$ cat src/rtl/apb_master.sv
// APB3 requester: valid/ready command in, SETUP/ACCESS transfer out, one-cycle response.
// Optional ACCESS timeout abort is built when APB_MASTER_TIMEOUT_EN is defined.
module apb_master #(
   parameter int ADDR_W         = 32,
   parameter int DATA_W         = 32,
   parameter int TIMEOUT_CYCLES = 16
) (
   input  logic              PCLK,
   input  logic              PRESET,
   input  logic              cmd_valid,
   output logic              cmd_ready,
   input  logic              cmd_write,
   input  logic [ADDR_W-1:0] cmd_addr,
   input  logic [DATA_W-1:0] cmd_wdata,
   output logic              rsp_valid,
   output logic [DATA_W-1:0] rsp_rdata,
   output logic              rsp_error,
   output logic [15:0]       xfer_count,
   output logic [ADDR_W-1:0] PADDR,
   output logic [DATA_W-1:0] PWDATA,
   output logic              PWRITE,
   output logic              PSEL,
   output logic              PENABLE,
   input  logic [DATA_W-1:0] PRDATA,
   input  logic              PREADY
);

   typedef enum logic [1:0] {
      IDLE,
      SETUP,
      ACCESS
   } state_t;

   state_t            state;
   state_t            state_nxt;
   logic [ADDR_W-1:0] paddr_nxt;
   logic [DATA_W-1:0] pwdata_nxt;
   logic              pwrite_nxt;
   logic              psel_nxt;
   logic              penable_nxt;
   logic              rsp_valid_nxt;
   logic [DATA_W-1:0] rsp_rdata_nxt;
   logic [15:0]       count_nxt;
   logic              abort;

   assign cmd_ready = (state == IDLE);

   always_comb begin
      state_nxt     = state;
      paddr_nxt     = PADDR;
      pwdata_nxt    = PWDATA;
      pwrite_nxt    = PWRITE;
      psel_nxt      = 1'b0;
      penable_nxt   = 1'b0;
      rsp_valid_nxt = 1'b0;
      rsp_rdata_nxt = rsp_rdata;
      count_nxt     = xfer_count;
      unique case (state)
         IDLE: begin
            if (cmd_valid) begin
               state_nxt  = SETUP;
               paddr_nxt  = cmd_addr;
               pwdata_nxt = cmd_wdata;
               pwrite_nxt = cmd_write;
               psel_nxt   = 1'b1;
            end
         end
         SETUP: begin
            state_nxt   = ACCESS;
            psel_nxt    = 1'b1;
            penable_nxt = 1'b1;
         end
         ACCESS: begin
            // PREADY is checked first so a late completion beats the abort
            if (PREADY) begin
               state_nxt     = IDLE;
               rsp_valid_nxt = 1'b1;
               rsp_rdata_nxt = PWRITE ? '0 : PRDATA;
               count_nxt     = xfer_count + 16'd1;
            end else if (abort) begin
               state_nxt     = IDLE;
               rsp_valid_nxt = 1'b1;
               rsp_rdata_nxt = '0;
               count_nxt     = xfer_count + 16'd1;
            end else begin
               psel_nxt    = 1'b1;
               penable_nxt = 1'b1;
            end
         end
         default: state_nxt = IDLE;
      endcase
   end

   always_ff @(posedge PCLK or posedge PRESET) begin
      if (PRESET) begin
         state      <= IDLE;
         PADDR      <= '0;
         PWDATA     <= '0;
         PWRITE     <= 1'b0;
         PSEL       <= 1'b0;
         PENABLE    <= 1'b0;
         rsp_valid  <= 1'b0;
         rsp_rdata  <= '0;
         xfer_count <= '0;
      end else begin
         state      <= state_nxt;
         PADDR      <= paddr_nxt;
         PWDATA     <= pwdata_nxt;
         PWRITE     <= pwrite_nxt;
         PSEL       <= psel_nxt;
         PENABLE    <= penable_nxt;
         rsp_valid  <= rsp_valid_nxt;
         rsp_rdata  <= rsp_rdata_nxt;
         xfer_count <= count_nxt;
      end
   end

`ifdef APB_MASTER_TIMEOUT_EN
   localparam int TW = (TIMEOUT_CYCLES > 1) ? $clog2(TIMEOUT_CYCLES) : 1;

   logic [TW-1:0] to_cnt;
   logic          err_q;

   assign abort = (state == ACCESS) && !PREADY &&
                  (to_cnt == TW'(TIMEOUT_CYCLES - 1));

   always_ff @(posedge PCLK or posedge PRESET) begin
      if (PRESET) begin
         to_cnt <= '0;
         err_q  <= 1'b0;
      end else begin
         // held at zero in IDLE, so every SETUP starts a fresh count
         if (state == IDLE)
            to_cnt <= '0;
         else if (state == ACCESS && !PREADY)
            to_cnt <= to_cnt + TW'(1);
         if (state == ACCESS && (PREADY || abort))
            err_q <= !PREADY;
      end
   end

   assign rsp_error = err_q;
`else
   logic unused_timeout;

   assign abort          = 1'b0;
   assign rsp_error      = 1'b0;
   assign unused_timeout = (TIMEOUT_CYCLES > 0);
`endif

endmodule

$ cat config.mk
export PLATFORM = sky130hd
export DESIGN_NAME = apb_master
export DESIGN_NICKNAME = d
export VERILOG_FILES = /design/src/rtl/apb_master.sv
export SDC_FILE = /design/constraint.sdc
export NUM_CORES = 1
export LEC_CHECK = 0
export ABC_AREA = 1
export CORE_AREA = 2 2 119 121
export CTS_CLUSTER_SIZE = 20
export DETAILED_ROUTE_END_ITERATION = 16
export DIE_AREA = 0 0 121 123
export DONT_BUFFER_PORTS = 1
export PLACE_DENSITY_LB_ADDON = 0.12
export SLEW_MARGIN = 20
export SYNTH_ARGS = -nofsm -noshare
export SYNTH_HDL_FRONTEND = slang
export SYNTH_SLANG_ARGS = --single-unit
$ cat constraint.sdc
create_clock -name PCLK -period 5.2 [get_ports PCLK]
set_input_delay 1.04 -clock PCLK [delete_from_list [all_inputs] [get_ports PCLK]]
set_output_delay 1.04 -clock PCLK [all_outputs]
set_load 0.02 [all_outputs]
==> flow_summary.toml <==
[outcome]
status = "finished, final reports clean"

[timing]
fmax_ghz = 0.3427
setup_slack_ns = 2.282
fin_setup_tns_ns = 0
skew_ns = 0.007194
finalCritPeriodShare_pct = 56.12
rsz0062_at_grt = "no"
hold_violations = 0
hold_ws_ns = 0.6248
slew_violations = 0
relSlewSlack_pct = 33.39
period_needed_ns = 2.918
tightestPinTransition_ns = 0.9981
setup_violations = 0

[critical_path]
crit_arrival_ns = 3.22
cp_top_family = "buffers and inverters"
critical_path_class = "reg -> reg"
worst_ep_required_time_ns = 5.50
cp_num_buf_inv = 3
critical-path-slowest-cell = "clkinv_2"
crit_chain = "inv_1 > ha_1 > nand2_2 > buf_4 > clkinv_2 > o21ai_0"
timing.critical_path.slowest_cell_delay_ns = 0.88
start_kind = "register"
path_max_fanout = 66
endpoint_kind = "register"

[global_route]
grt.met3_usage_pct = 7.518
grt_overflow = 0
grt_pass1_vias = 3366
antenna_found_initial = 0
use_met2_pct = 24.37
grt.total_usage_pct = 15.60
grt-busiest-layer = "met2"
grt_pass1_wl_mm = 17.70
grt_max_degree = 77
met1_usage_pct = 17.77

[finish]
drive_gt1_share_pct = 7.286
antennaDiodeCount = 0
area_growth_pct = 13.35
nNetsFinal = 646
design_area_mm2 = 0.005430

[floorplan]
initial_core_util_pct = 35.20
ioPinCount = 219
core-area_mm2 = 0.01361
die_h_um = 123
die_w_um = 121
rows = 43
fp.dieArea_mm2 = 0.01488

[logic_synthesis]
syn_inst = 542
synth.distinct_cells = 25
synth_area_mm2 = 0.004791
synth_nets = 650
synth_warnings = 0
synth_seq_cells = 118
seq_area_frac_synth_pct = 61.63
avgSynthCellArea_um2 = 8.839

[clock_network]
clock_latency_ns = 0.41
cts_resized = 0
clk_path_buf_depth = 2
clkSlewWorstSetupHoldPaths_ns = 0.05
postCtsHoldBufs = 0
numClockSinks = 118
cts_buffers = 17
cts-root-buf = "clkbuf_16"
cts_tree = "done"
cts_max_level = 4
post-cts-setup-buffers = 0

[placement]
dp_hpwl_mm = 7.497
placed_area_mm2 = 0.004918
place_ws_ns = 2.456
finalWeightedCongestion = 0.7160
port-buffer-count = 0

[worst_hold_path]
hold_class = "reg -> reg"

[drt]
wl_mm = 11.27
drc = 0
vias = 3345
wire_per_inst_um = 15.47
ant_nets = 0
drt_first_pass_iters = 4
via_per_inst = 4.588
drt_iter0_drc = 169

[power]
ir_worst_vdd_mv = 0.3766
total_power_mw = 3.786
power_density_mw_per_mm2 = 697.2
power.leakage_nw = 2.878

[flow_run]
drv_cap = 0
==> where the power goes <==
part | leakage [nW] | switching, mW | internal [mW]
combinational | 1.12 | 0.450 | 0.241
sequential | 1.50 | 0.774 | 1.30
clock | 0.257 | 0.382 | 0.636
total | 2.88 | 1.61 | 2.18
==> per-stage QoR <==
step                std cells  utilization [%]
floorplan                 542                -
global placement          699            36.13
detailed placement        699            36.13
CTS                       729            39.88
global route              729            39.89
finish                    729            39.89
==> worst paths after layout <==
| kind | from | cells past startpoint | to | slack (ns) |
|---|---|---|---|---|
| worst max register to register | state[0] | 6 | PWRITE | 2.28 |
| min in group asynchronous | PRESET | 1 | PWDATA[29] | 0.70 |
| worst max-delay path | state[0] | 6 | PWRITE | 2.28 |
| max in group asynchronous | PRESET | 2 | rsp_rdata[7] | 3.38 |
| worst min register to register | PWDATA[21] | 2 | PWDATA[21] | 0.62 |
| worst min-delay path | PWDATA[21] | 2 | PWDATA[21] | 0.62 |
==> worst reg2reg max path, stage by stage, from the launching register on <==
cell and delay, ns:
dfrtp_1 0.40, inv_1 0.11, ha_1 0.34, nand2_2 0.11, buf_4 0.56, clkinv_2 0.89, o21ai_0 0.40
==> state kept, by name, summed over array words and instances, names as in the netlist <==
register / flops
PENABLE: 1
PSEL: 1
xfer_count: 16
PADDR: 32
PWDATA: 32
PWRITE: 1
state: 2
rsp_rdata: 32
rsp_valid: 1
==> cell usage in the layout, fill, tap and decap left out, types with 2 or more instances in the layout <==
master     synthesis  routed
nand3_1            6       6
buf_4              2       2
nand2_1          286     285
ha_1               7       7
dfrtp_1          118     118
clkinv_2           0       6
nor2_1            13      13
clkbuf_1           6       5
nand2_2            2       3
nor2_2             2       2
inv_1             25      23
xnor2_1            3       3
xor2_1             8       8
a21oi_1            2       2
clkbuf_8           0       3
clkbuf_16          0      17
o21ai_0           35      35
nor2_4             2       2
==> logic make-up after synthesis <==
family | Yosys count | synth area share [%]
XOR/XNOR | 11 | 2.011
adder cells (fa/ha/maj) | 7 | 1.828
AND/OR/NAND/NOR | 314 | 25.59
flip-flops | 118 | 61.63
other | 1 | 0.07827
AO/OA/AOI/OAI | 40 | 4.362
buffers and inverters | 51 | 4.492
==> cell usage after synthesis <==
cell type / instances / share of area (%)
xnor2_1: 3 / 0.55
nand3_2: 1 / 0.21
a31o_2: 1 / 0.18
xor2_1: 8 / 1.5
o21ai_0: 35 / 3.7
o21bai_1: 1 / 0.16
inv_1: 25 / 2.0
buf_4: 2 / 0.31
nand2_1: 286 / 22
nand3_1: 6 / 0.63
nor2_2: 2 / 0.26
conb_1: 1 / 0.078
nor2_1: 13 / 1.0
clkbuf_1: 6 / 0.47
nor2_4: 2 / 0.47
inv_2: 1 / 0.078
ha_1: 7 / 1.8
a21oi_1: 2 / 0.21
nand2_2: 2 / 0.26
dfrtp_1: 118 / 62
nor3_1: 1 / 0.10
buf_2: 13 / 1.4
a21boi_0: 1 / 0.16
buf_1: 4 / 0.31
nand2_4: 1 / 0.24
==> per-layer routing <==
metal / part of all wire (%) / vias up
li1: - / 1637
met4: 1.9 / 0
met2: 47 / 146
met3: 11 / 16
met5: 0 / -
met1: 41 / 1546
==> area by class of cell <==
class	count	area, µm²
inverter	26	101.3
tap	180	225.2
sequential	118	2953
multi-input combinational	373	1625
fill	1403	8182
clock buffer	25	485.5
clock inverter	5	25.02
timing repair buffer	2	15.01
No activity file was read; power rests on OpenSTA's default activity.
